**src/rtl/square_period_meter_if.sv**
```systemverilog
// square_period_meter_if: sample stream in, period/amplitude measurements out.
//   sample_valid, sample      : qualified signed 32-bit audio samples (master -> slave)
//   wave_length, amplitude    : last committed period (samples) and its peak |sample|
//   period_valid, locked      : commit pulse and period-match lock flag (slave -> master)
interface square_period_meter_if;
    logic        sample_valid;
    logic [31:0] sample;
    logic [15:0] wave_length;
    logic [31:0] amplitude;
    logic        period_valid;
    logic        locked;
    modport master (output sample_valid, sample, input wave_length, amplitude, period_valid, locked);
    modport slave  (input sample_valid, sample, output wave_length, amplitude, period_valid, locked);
endinterface

```
**src/rtl/square_period_meter.sv**
```systemverilog
// square_period_meter: measures period and peak amplitude of a square-wave sample stream.
//   clk     : sole clock, everything on posedge
//   reset_n : synchronous active-low reset
//   bus     : slave side of square_period_meter_if (samples in, measurements out)
module square_period_meter #(
    parameter int TOLERANCE = 1
) (
    input logic                  clk,
    input logic                  reset_n,
    square_period_meter_if.slave bus
);
    localparam logic [1:0] IDLE    = 2'd0;
    localparam logic [1:0] ACQUIRE = 2'd1;
    localparam logic [1:0] LOCKED  = 2'd2;

    logic [1:0]  state_q, state_d;
    logic        prev_neg_q, prev_neg_d;
    logic [15:0] half_cnt_q, half_cnt_d;
    logic [15:0] pos_half_q, pos_half_d;
    logic [31:0] peak_q, peak_d;
    logic        have_pos_q, have_pos_d;
    logic        have_period_q, have_period_d;
    logic [15:0] wave_length_q, wave_length_d;
    logic [31:0] amplitude_q, amplitude_d;
    logic        period_valid_q, period_valid_d;

    logic        neg, rise, fall, match;
    logic [31:0] mag;
    logic [16:0] sum;
    logic [15:0] period, diff;

    always_comb begin
        neg    = bus.sample[31];
        // -2^31 has no positive counterpart, so clamp it
        mag    = neg ? ((bus.sample == 32'h8000_0000) ? 32'h7FFF_FFFF : -bus.sample) : bus.sample;
        rise   = prev_neg_q & ~neg;
        fall   = ~prev_neg_q & neg;
        sum    = {1'b0, pos_half_q} + {1'b0, half_cnt_q};
        period = sum[16] ? 16'hFFFF : sum[15:0];
        diff   = (period > wave_length_q) ? period - wave_length_q : wave_length_q - period;
        // in LOCKED have_period is always set, so one test covers both states
        match  = have_period_q && ({16'd0, diff} <= 32'(TOLERANCE));
        state_d        = state_q;
        prev_neg_d     = prev_neg_q;
        half_cnt_d     = half_cnt_q;
        pos_half_d     = pos_half_q;
        peak_d         = peak_q;
        have_pos_d     = have_pos_q;
        have_period_d  = have_period_q;
        wave_length_d  = wave_length_q;
        amplitude_d    = amplitude_q;
        period_valid_d = 1'b0;
        if (bus.sample_valid) begin
            prev_neg_d = neg;
            if (!rise && !fall) begin
                half_cnt_d = (half_cnt_q == 16'hFFFF) ? half_cnt_q : half_cnt_q + 16'd1;
                peak_d     = (mag > peak_q) ? mag : peak_q;
                // a half that never ends means the input stopped oscillating
                if (half_cnt_q == 16'hFFFF) begin
                    state_d       = IDLE;
                    wave_length_d = 16'd0;
                    amplitude_d   = 32'd0;
                end
            end else begin
                half_cnt_d = 16'd1;
                if (fall && state_q != IDLE) begin
                    pos_half_d = half_cnt_q;
                    have_pos_d = 1'b1;
                end
                if (rise) begin
                    peak_d     = mag;
                    have_pos_d = 1'b0;
                    if (state_q == IDLE) begin
                        state_d       = ACQUIRE;
                        have_period_d = 1'b0;
                    end else if (have_pos_q) begin
                        wave_length_d  = period;
                        amplitude_d    = peak_q;
                        period_valid_d = 1'b1;
                        have_period_d  = 1'b1;
                        state_d        = match ? LOCKED : ACQUIRE;
                    end
                end
            end
        end
    end

    always_ff @(posedge clk) begin
        if (!reset_n) begin
            state_q        <= IDLE;
            prev_neg_q     <= 1'b0;
            half_cnt_q     <= 16'd1;
            pos_half_q     <= 16'd0;
            peak_q         <= 32'd0;
            have_pos_q     <= 1'b0;
            have_period_q  <= 1'b0;
            wave_length_q  <= 16'd0;
            amplitude_q    <= 32'd0;
            period_valid_q <= 1'b0;
        end else begin
            state_q        <= state_d;
            prev_neg_q     <= prev_neg_d;
            half_cnt_q     <= half_cnt_d;
            pos_half_q     <= pos_half_d;
            peak_q         <= peak_d;
            have_pos_q     <= have_pos_d;
            have_period_q  <= have_period_d;
            wave_length_q  <= wave_length_d;
            amplitude_q    <= amplitude_d;
            period_valid_q <= period_valid_d;
        end
    end

    assign bus.wave_length  = wave_length_q;
    assign bus.amplitude    = amplitude_q;
    assign bus.period_valid = period_valid_q;
    assign bus.locked       = (state_q == LOCKED);
endmodule
```
**src/flat_wrapper.sv**
```systemverilog
// flat-port wrapper written by rule: the top's interface ports become plain ports
module square_period_meter_flat 
#(
    parameter int TOLERANCE = 1
)
  (clk, reset_n, bus_sample_valid, bus_sample, bus_wave_length, bus_amplitude, bus_period_valid, bus_locked);
  square_period_meter_if bus_i ();
  input logic clk;
  input logic reset_n;
  input wire logic [$bits(bus_i.sample_valid)-1:0] bus_sample_valid;
  input wire logic [$bits(bus_i.sample)-1:0] bus_sample;
  output wire logic [$bits(bus_i.wave_length)-1:0] bus_wave_length;
  output wire logic [$bits(bus_i.amplitude)-1:0] bus_amplitude;
  output wire logic [$bits(bus_i.period_valid)-1:0] bus_period_valid;
  output wire logic [$bits(bus_i.locked)-1:0] bus_locked;
  assign bus_i.sample_valid = bus_sample_valid;
  assign bus_i.sample = bus_sample;
  assign bus_wave_length = bus_i.wave_length;
  assign bus_amplitude = bus_i.amplitude;
  assign bus_period_valid = bus_i.period_valid;
  assign bus_locked = bus_i.locked;
  square_period_meter #(.TOLERANCE(TOLERANCE)) u_core (.clk(clk), .reset_n(reset_n), .bus(bus_i));
endmodule
```
**config.mk**
```make
export PLATFORM = sky130hd
export DESIGN_NAME = square_period_meter_flat
export DESIGN_NICKNAME = d
export VERILOG_FILES = /design/src/rtl/square_period_meter_if.sv /design/src/rtl/square_period_meter.sv /design/src/flat_wrapper.sv
export SDC_FILE = /design/constraint.sdc
export NUM_CORES = 1
export LEC_CHECK = 0
export CORE_MARGIN = 2
export CORE_UTILIZATION = 40
export CTS_BUF_LIST = sky130_fd_sc_hd__clkbuf_4
export DETAILED_ROUTE_END_ITERATION = 7
export PLACE_DENSITY = 0.68
export SYNTH_ARGS = -nofsm -noshare
export SYNTH_HDL_FRONTEND = slang
export SYNTH_SLANG_ARGS = --single-unit
```
**constraint.sdc**
```tcl
create_clock -name clk -period 6.6 [get_ports clk]
set_clock_uncertainty 0.15 [all_clocks]
set_input_delay 0.66 -clock clk [delete_from_list [all_inputs] [get_ports clk]]
set_output_delay 0.66 -clock clk [all_outputs]
set_load 0.05 [all_outputs]
```
==> results of run 1 <==
[stage by stage]
stage	hold WS, ps	instances	instance area, sq um	setup WS, ps	util [%]
CTS	319	1472	10000	696	46.3
global route	336	1473	10000	410	46.3
global placement	294	1440	9760	793	45.0
floorplan	287	1127	8790	1460	-
finish	316	1473	10000	697	46.3
detailed placement	302	1440	9760	687	45.0
[sequential cells by signal (all words and copies together), names as in the netlist, 2 cells and up]
name,cells
u_core.bus.amplitude,32
u_core.bus.wave_length,16
u_core.half_cnt_q,16
u_core.peak_q,32
u_core.pos_half_q,16
u_core.state_q,2
[power breakdown]
group	internal (mW)	leakage, nW	switching [mW]	total, mW
combinational	0.136	3.06	0.177	0.313
clock	0.224	0.134	0.317	0.540
sequential	0.730	0.954	0.0111	0.741
[final cells by class]
type | instances | area [sq um] | area share, %
well taps | 280 | 350 | 3.49
clock buffers | 17 | 128 | 1.27
repair buffers | 89 | 876 | 8.72
clock inverters | 15 | 154 | 1.53
flip-flops and latches | 118 | 2360 | 23.5
diodes | 1 | 2.50 | 0.0249
multi-input cells | 874 | 5870 | 58.5
inverters | 79 | 297 | 2.95
[cell families after synthesis]
group                      synth area share, %
adders and majority gates                 12.6
buffers and inverters                     6.45
xor gates and xnor gates                  5.68
AOI/OAI and AO/OA                         19.2
and+or+nand+nor                           24.5
muxes                                     4.69
DFF                                       26.9
[worst max-delay path, delay by kind of cell, from the launching register on]
kind | cells | cell delay (ps)
AO/OA/AOI/OAI | 8 | 2150
XOR/XNOR | 1 | 160
adder cells (fa/ha/maj) | 3 | 1110
buffers and inverters | 1 | 150
flip-flops | 1 | 370
multiplexers | 1 | 260
AND/OR/NAND/NOR | 4 | 1480
[cell usage after synthesis (11+ instances only)]
master | count | area [sq um]
buf_2 | 11 | 55.1
nand2b_1 | 13 | 81.3
xor2_1 | 35 | 307
a21oi_1 | 50 | 250
clkbuf_1 | 38 | 143
a21boi_0 | 43 | 323
inv_1 | 79 | 297
or3_1 | 35 | 219
nand2_4 | 14 | 158
o21ai_0 | 70 | 350
nor2b_1 | 12 | 75.1
nand4_1 | 21 | 131
mux2i_1 | 40 | 400
dfxtp_1 | 118 | 2360
ha_1 | 84 | 1050
nand2_1 | 184 | 691
nor3_1 | 15 | 75.1
nor2_1 | 63 | 236
nand3_1 | 18 | 90.1
a21o_1 | 25 | 188
xnor2_1 | 22 | 193
[final timing paths]
path / endpoint / cells after the start / slack, ps / startpoint
worst min register to register: u_core.peak_q[15] / 2 / 320 / u_core.peak_q[15]
worst min-delay path: u_core.peak_q[15] / 2 / 320 / u_core.peak_q[15]
worst max-delay path: u_core.state_q[0] / 18 / 700 / u_core.half_cnt_q[0]
worst max register to register: u_core.state_q[0] / 18 / 700 / u_core.half_cnt_q[0]
[per-layer routing]
metal | share of wire, % | global-route usage (%) | vias up
li1 | - | - | 3999
met1 | 49 | 25.4 | 3671
met2 | 44 | 30.3 | 176
met3 | 5.0 | 4.24 | 37
met4 | 1.8 | 6.63 | 0
met5 | 0 | 0 | -
==> impl_metrics.env, run 1 <==
export IMPL_status="finished clean"
export IMPL_grt_pass1_vias=7458
export IMPL_antenna_found_initial=1
export IMPL_async_flop_share_pct=0
export IMPL_tightest_slew_ps=1010
export IMPL_ys_warn_count=0
export IMPL_rsz0062_at_grt="no"
export IMPL_yosysSeqAreaShare_pct=26.9
export IMPL_hold_viol_final=0
export IMPL_grt_max_degree=67
export IMPL_netlist_instances=1127
export IMPL_worstHoldPathType="register to register"
export IMPL_end_kind="register"
export IMPL_wirelength_mm=22.0
export IMPL_path_clk_slew_ps=120
export IMPL_die_x_um=152
export IMPL_drv_slew=0
export IMPL_grt_overflow_total=0
export IMPL_arrival_ps=6230
export IMPL_finalSetupViolCount=0
export IMPL_final_cell_mix="184 x nand2_1, 118 x dfxtp_1, 84 x ha_1, 83 x clkdlybuf4s50_1, 79 x inv_1"
export IMPL_period_needed_ps=5900
export IMPL_dr_pass1_iters=5
export IMPL_required_ps=6930
export IMPL_p_per_area_mw_per_mm2=159
export IMPL_cts_buffer_depth=2
export IMPL_critical_path_class="register to register"
export IMPL_die_h_um=152
export IMPL_via_per_inst=5.35
export IMPL_h_tree_depth=4
export IMPL_num_nets_final=1301
export IMPL_syn2layout_area_growth_pct=14.3
export IMPL_io_buffers=84
export IMPL_vdd_drop_max_mv=0.109
export IMPL_core_area_sq_mm=0.0217
export IMPL_start_util_pct=40.5
export IMPL_clock_sinks=118
export IMPL_worstPathCellList="ha_1 -> fa_1 -> a21o_1 -> a21oi_1 -> o211a_1 -> o31a_1 -> o21ai_1 -> o41a_1 -> or3b_1 -> ha_1 -> inv_1 -> or4_1 -> o221a_2 -> nor2_2 -> mux2i_1 -> xor2_1 -> nand4_1 -> o31a_1"
export IMPL_dieArea_sq_mm=0.0232
export IMPL_cts_hold_buf=0
export IMPL_drc_errors=0
export IMPL_grt_total_usage_pct=19.0
export IMPL_cts_setup_buffers=0
export IMPL_cts_made_buffers=17
export IMPL_slowest_delay_ps=590
export IMPL_antenna_left=0
export IMPL_setup_tns_ps=0
export IMPL_place_congestion=0.933
export IMPL_fillCellCount=2092
export IMPL_drive_gt1_share_pct=6.54
export IMPL_max_slew_margin_rel_pct=32.4
export IMPL_rows=54
export IMPL_avgSynthCellArea_sq_um=7.80
export IMPL_wire_per_inst_um=14.9
export IMPL_ctsResizeCount=0
export IMPL_hpwl_mm=16.3
export IMPL_fin_crit_sh_pct=89.4
export IMPL_syn_nets=1249
export IMPL_synth_edf_count=0
export IMPL_ys_ff_latch=118
export IMPL_p_leak_nw=4.14
export IMPL_grt_pass1_wl_mm=36.8
export IMPL_synth_area_sq_mm=0.00879
export IMPL_cts_tree="done"
export IMPL_drv_cap=0
export IMPL_cts_root_buf="clkbuf_4"
export IMPL_critPathMaxFanout=16
export IMPL_first_iter_violations=394
export IMPL_total_power_mw=1.59
export IMPL_critPathLaunchType="register"
export IMPL_ys_flop_type="dfxtp_1"
export IMPL_num_vias=7883
export IMPL_crit_path_top_delay_cell="o41a_1"
export IMPL_yosys_cell_types_count=67
export IMPL_fmax_mhz=169
export IMPL_insertion_delay_ps=580
export IMPL_layout_commonest_cell="nand2_1"
export IMPL_io_pins=85
No activity file was read; power rests on OpenSTA's default activity.
==> run 2: changes to the inputs <==
- CAP_MARGIN: unset -> 20
==> results of run 2 <==
No change in the layout: final DEF, timing and power equal those of run 1.
==> run 3: changes to the inputs <==
- PLACE_DENSITY: 0.68 -> 0.71
- clock period: 6.6 -> 4.95 ns (I/O delays scaled with it)
==> impl_metrics.env, run 3 (synthesis results as in run 1) <==
export IMPL_status="complete, but fails checks"
export IMPL_violations="negative setup slack"
export IMPL_grt_max_degree=69
export IMPL_drv_cap=0
export IMPL_core_area_sq_mm=0.0217
export IMPL_rr_startpoint="u_core.half_cnt_q[0]"
export IMPL_num_vias=8192
export IMPL_cts_made_buffers=17
export IMPL_max_slew_margin_rel_pct=48.1
export IMPL_worstHoldPathType="input pin to register"
export IMPL_arrival_ps=5280
export IMPL_clock_sinks=118
export IMPL_holdPathStages=2
export IMPL_critPathLaunchType="register"
export IMPL_rows=54
export IMPL_wirelength_mm=22.9
export IMPL_rsz0062_at_grt="yes"
export IMPL_syn2layout_area_growth_pct=25.4
export IMPL_place_congestion=0.964
export IMPL_setup_tns_ps=-21.2
export IMPL_critical_path_class="register to register"
export IMPL_crit_path_end="u_core.state_q[0]"
export IMPL_grt_total_usage_pct=19.6
export IMPL_finalSetupViolCount=1
export IMPL_io_pins=85
export IMPL_grt_pass1_vias=7830
export IMPL_dr_pass1_iters=5
export IMPL_final_core_util_pct=50.8
export IMPL_total_power_mw=2.12
export IMPL_drv_slew=0
export IMPL_layout_commonest_cell="nand2_1"
export IMPL_cts_root_buf="clkbuf_4"
export IMPL_grt_pass1_wl_mm=37.9
export IMPL_start_util_pct=40.5
export IMPL_p_per_area_mw_per_mm2=192
export IMPL_slowest_delay_ps=540
export IMPL_cp_startpoint="u_core.half_cnt_q[0]"
export IMPL_antenna_found_initial=1
export IMPL_crit_path_top_delay_cell="or4_4"
export IMPL_cts_tree="done"
export IMPL_hold_viol_final=0
export IMPL_antenna_left=0
export IMPL_fin_crit_sh_pct=100
export IMPL_first_iter_violations=371
export IMPL_grt_overflow_total=0
export IMPL_r2r_cells=18
export IMPL_cts_hold_buf=0
export IMPL_required_ps=5250
export IMPL_path_clk_slew_ps=120
export IMPL_critPathMaxFanout=6
export IMPL_period_needed_ps=4970
export IMPL_wire_per_inst_um=14.7
export IMPL_via_per_inst=5.23
export IMPL_insertion_delay_ps=560
export IMPL_fmax_mhz=201
export IMPL_drc_errors=0
export IMPL_hpwl_mm=17.2
export IMPL_r2r_slack_ps=-20
export IMPL_io_buffers=84
export IMPL_post_place_ws_ps=-222
export IMPL_p_leak_nw=4.64
export IMPL_end_kind="register"
export IMPL_drive_gt1_share_pct=16.6
export IMPL_die_h_um=152
export IMPL_worst_slack_ps=-21.2
export IMPL_vdd_drop_max_mv=0.120
export IMPL_tightest_slew_ps=779
export IMPL_h_tree_depth=4
export IMPL_num_nets_final=1395
export IMPL_worstReg2RegEnd="u_core.state_q[0]"
export IMPL_die_x_um=152
export IMPL_worstPathCellList="ha_4 -> fa_2 -> a21o_1 -> a21oi_2 -> o211a_1 -> o31a_1 -> o21ai_2 -> o41a_1 -> or3b_4 -> ha_4 -> inv_2 -> or4_4 -> o221a_4 -> nor2_4 -> mux2i_1 -> xnor2_1 -> nand4_1 -> o31a_1"
export IMPL_dieArea_sq_mm=0.0232
export IMPL_final_cell_mix="184 x nand2_1, 115 x dfxtp_1, 95 x buf_4, 83 x clkdlybuf4s50_1, 76 x inv_1"
export IMPL_cts_buffer_depth=2
==> run 3: changes by cell type in the layout (fill, tap and decap cells not counted), sizes merged <==
| cell | before | now |
|---|---|---|
| inv | 81 | 79 |
| o41a | 1 | 2 |
| buf | 6 | 99 |
| clkinvlp | 6 | 1 |
| clkinv | 5 | 9 |
| clkbuf | 17 | 18 |
==> run 3: worst max-delay path, delay by kind of cell, from the launching register on <==
kind,cells,cell delay (ps)
adders and majority gates,3,800
buffers and inverters,1,50
and+or+nand+nor,4,1350
AOI/OAI and AO/OA,8,1760
xor gates and xnor gates,1,140
DFF,1,340
muxes,1,280
==> run 3: routing by layer <==
layer	part of all wire, %	GRT usage (%)	up-vias
li1	-	-	4192
met1	48	25.8	3802
met2	46	32.6	163
met3	4.1	3.81	35
met4	1.6	5.52	0
met5	0	0	-
==> run 3: worst min-delay path by stage <==
stage	startpoint	to	slack (ps)
after floorplan	u_core.have_period_q	u_core.have_period_q	290
after global placement	u_core.peak_q[11]	u_core.peak_q[11]	290
after detailed placement	u_core.peak_q[28]	u_core.peak_q[28]	300
after CTS	reset_n	u_core.half_cnt_q[0]	210
after global routing	reset_n	u_core.half_cnt_q[0]	230
final	reset_n	u_core.half_cnt_q[0]	240
==> run 3: power by group <==
group / switching, mW / total [mW] / internal (mW) / leakage [nW]
clock: 0.382 / 0.672 / 0.290 / 0.135
combinational: 0.249 / 0.463 / 0.215 / 3.55
sequential: 0.0133 / 0.986 / 0.973 / 0.955
total: 0.644 / 2.12 / 1.48 / 4.64
==> run 3: layout make-up <==
| class | count | area, sq um |
|---|---|---|
| Inverter | 79 | 299 |
| Sequential cell | 118 | 2370 |
| Multi-Input combinational cell | 875 | 6150 |
| Clock inverter | 12 | 114 |
| Antenna cell | 1 | 2.50 |
| Clock buffer | 18 | 135 |
| Fill cell | 2035 | 10700 |
| Timing Repair Buffer | 182 | 1610 |
| Tap cell | 280 | 350 |
==> run 3: repair_timing <==
item                       4_1_cts  5_1_grt
setup endpoints to repair        2        2
cloned                           1        0
buffers inserted                 1        4
gates resized for setup         19       37
pin swaps                        9       14
==> run 3: metrics by stage <==
stage | area [sq um] | std cells | hold WS, ps
6_report | 11000 | 1565 | 236
5_1_grt | 11000 | 1565 | 233
4_1_cts | 10900 | 1560 | 214
3_5_place_dp | 10500 | 1528 | 301
3_3_place_gp | 10500 | 1528 | 294
2_1_floorplan | 8820 | 1127 | 287
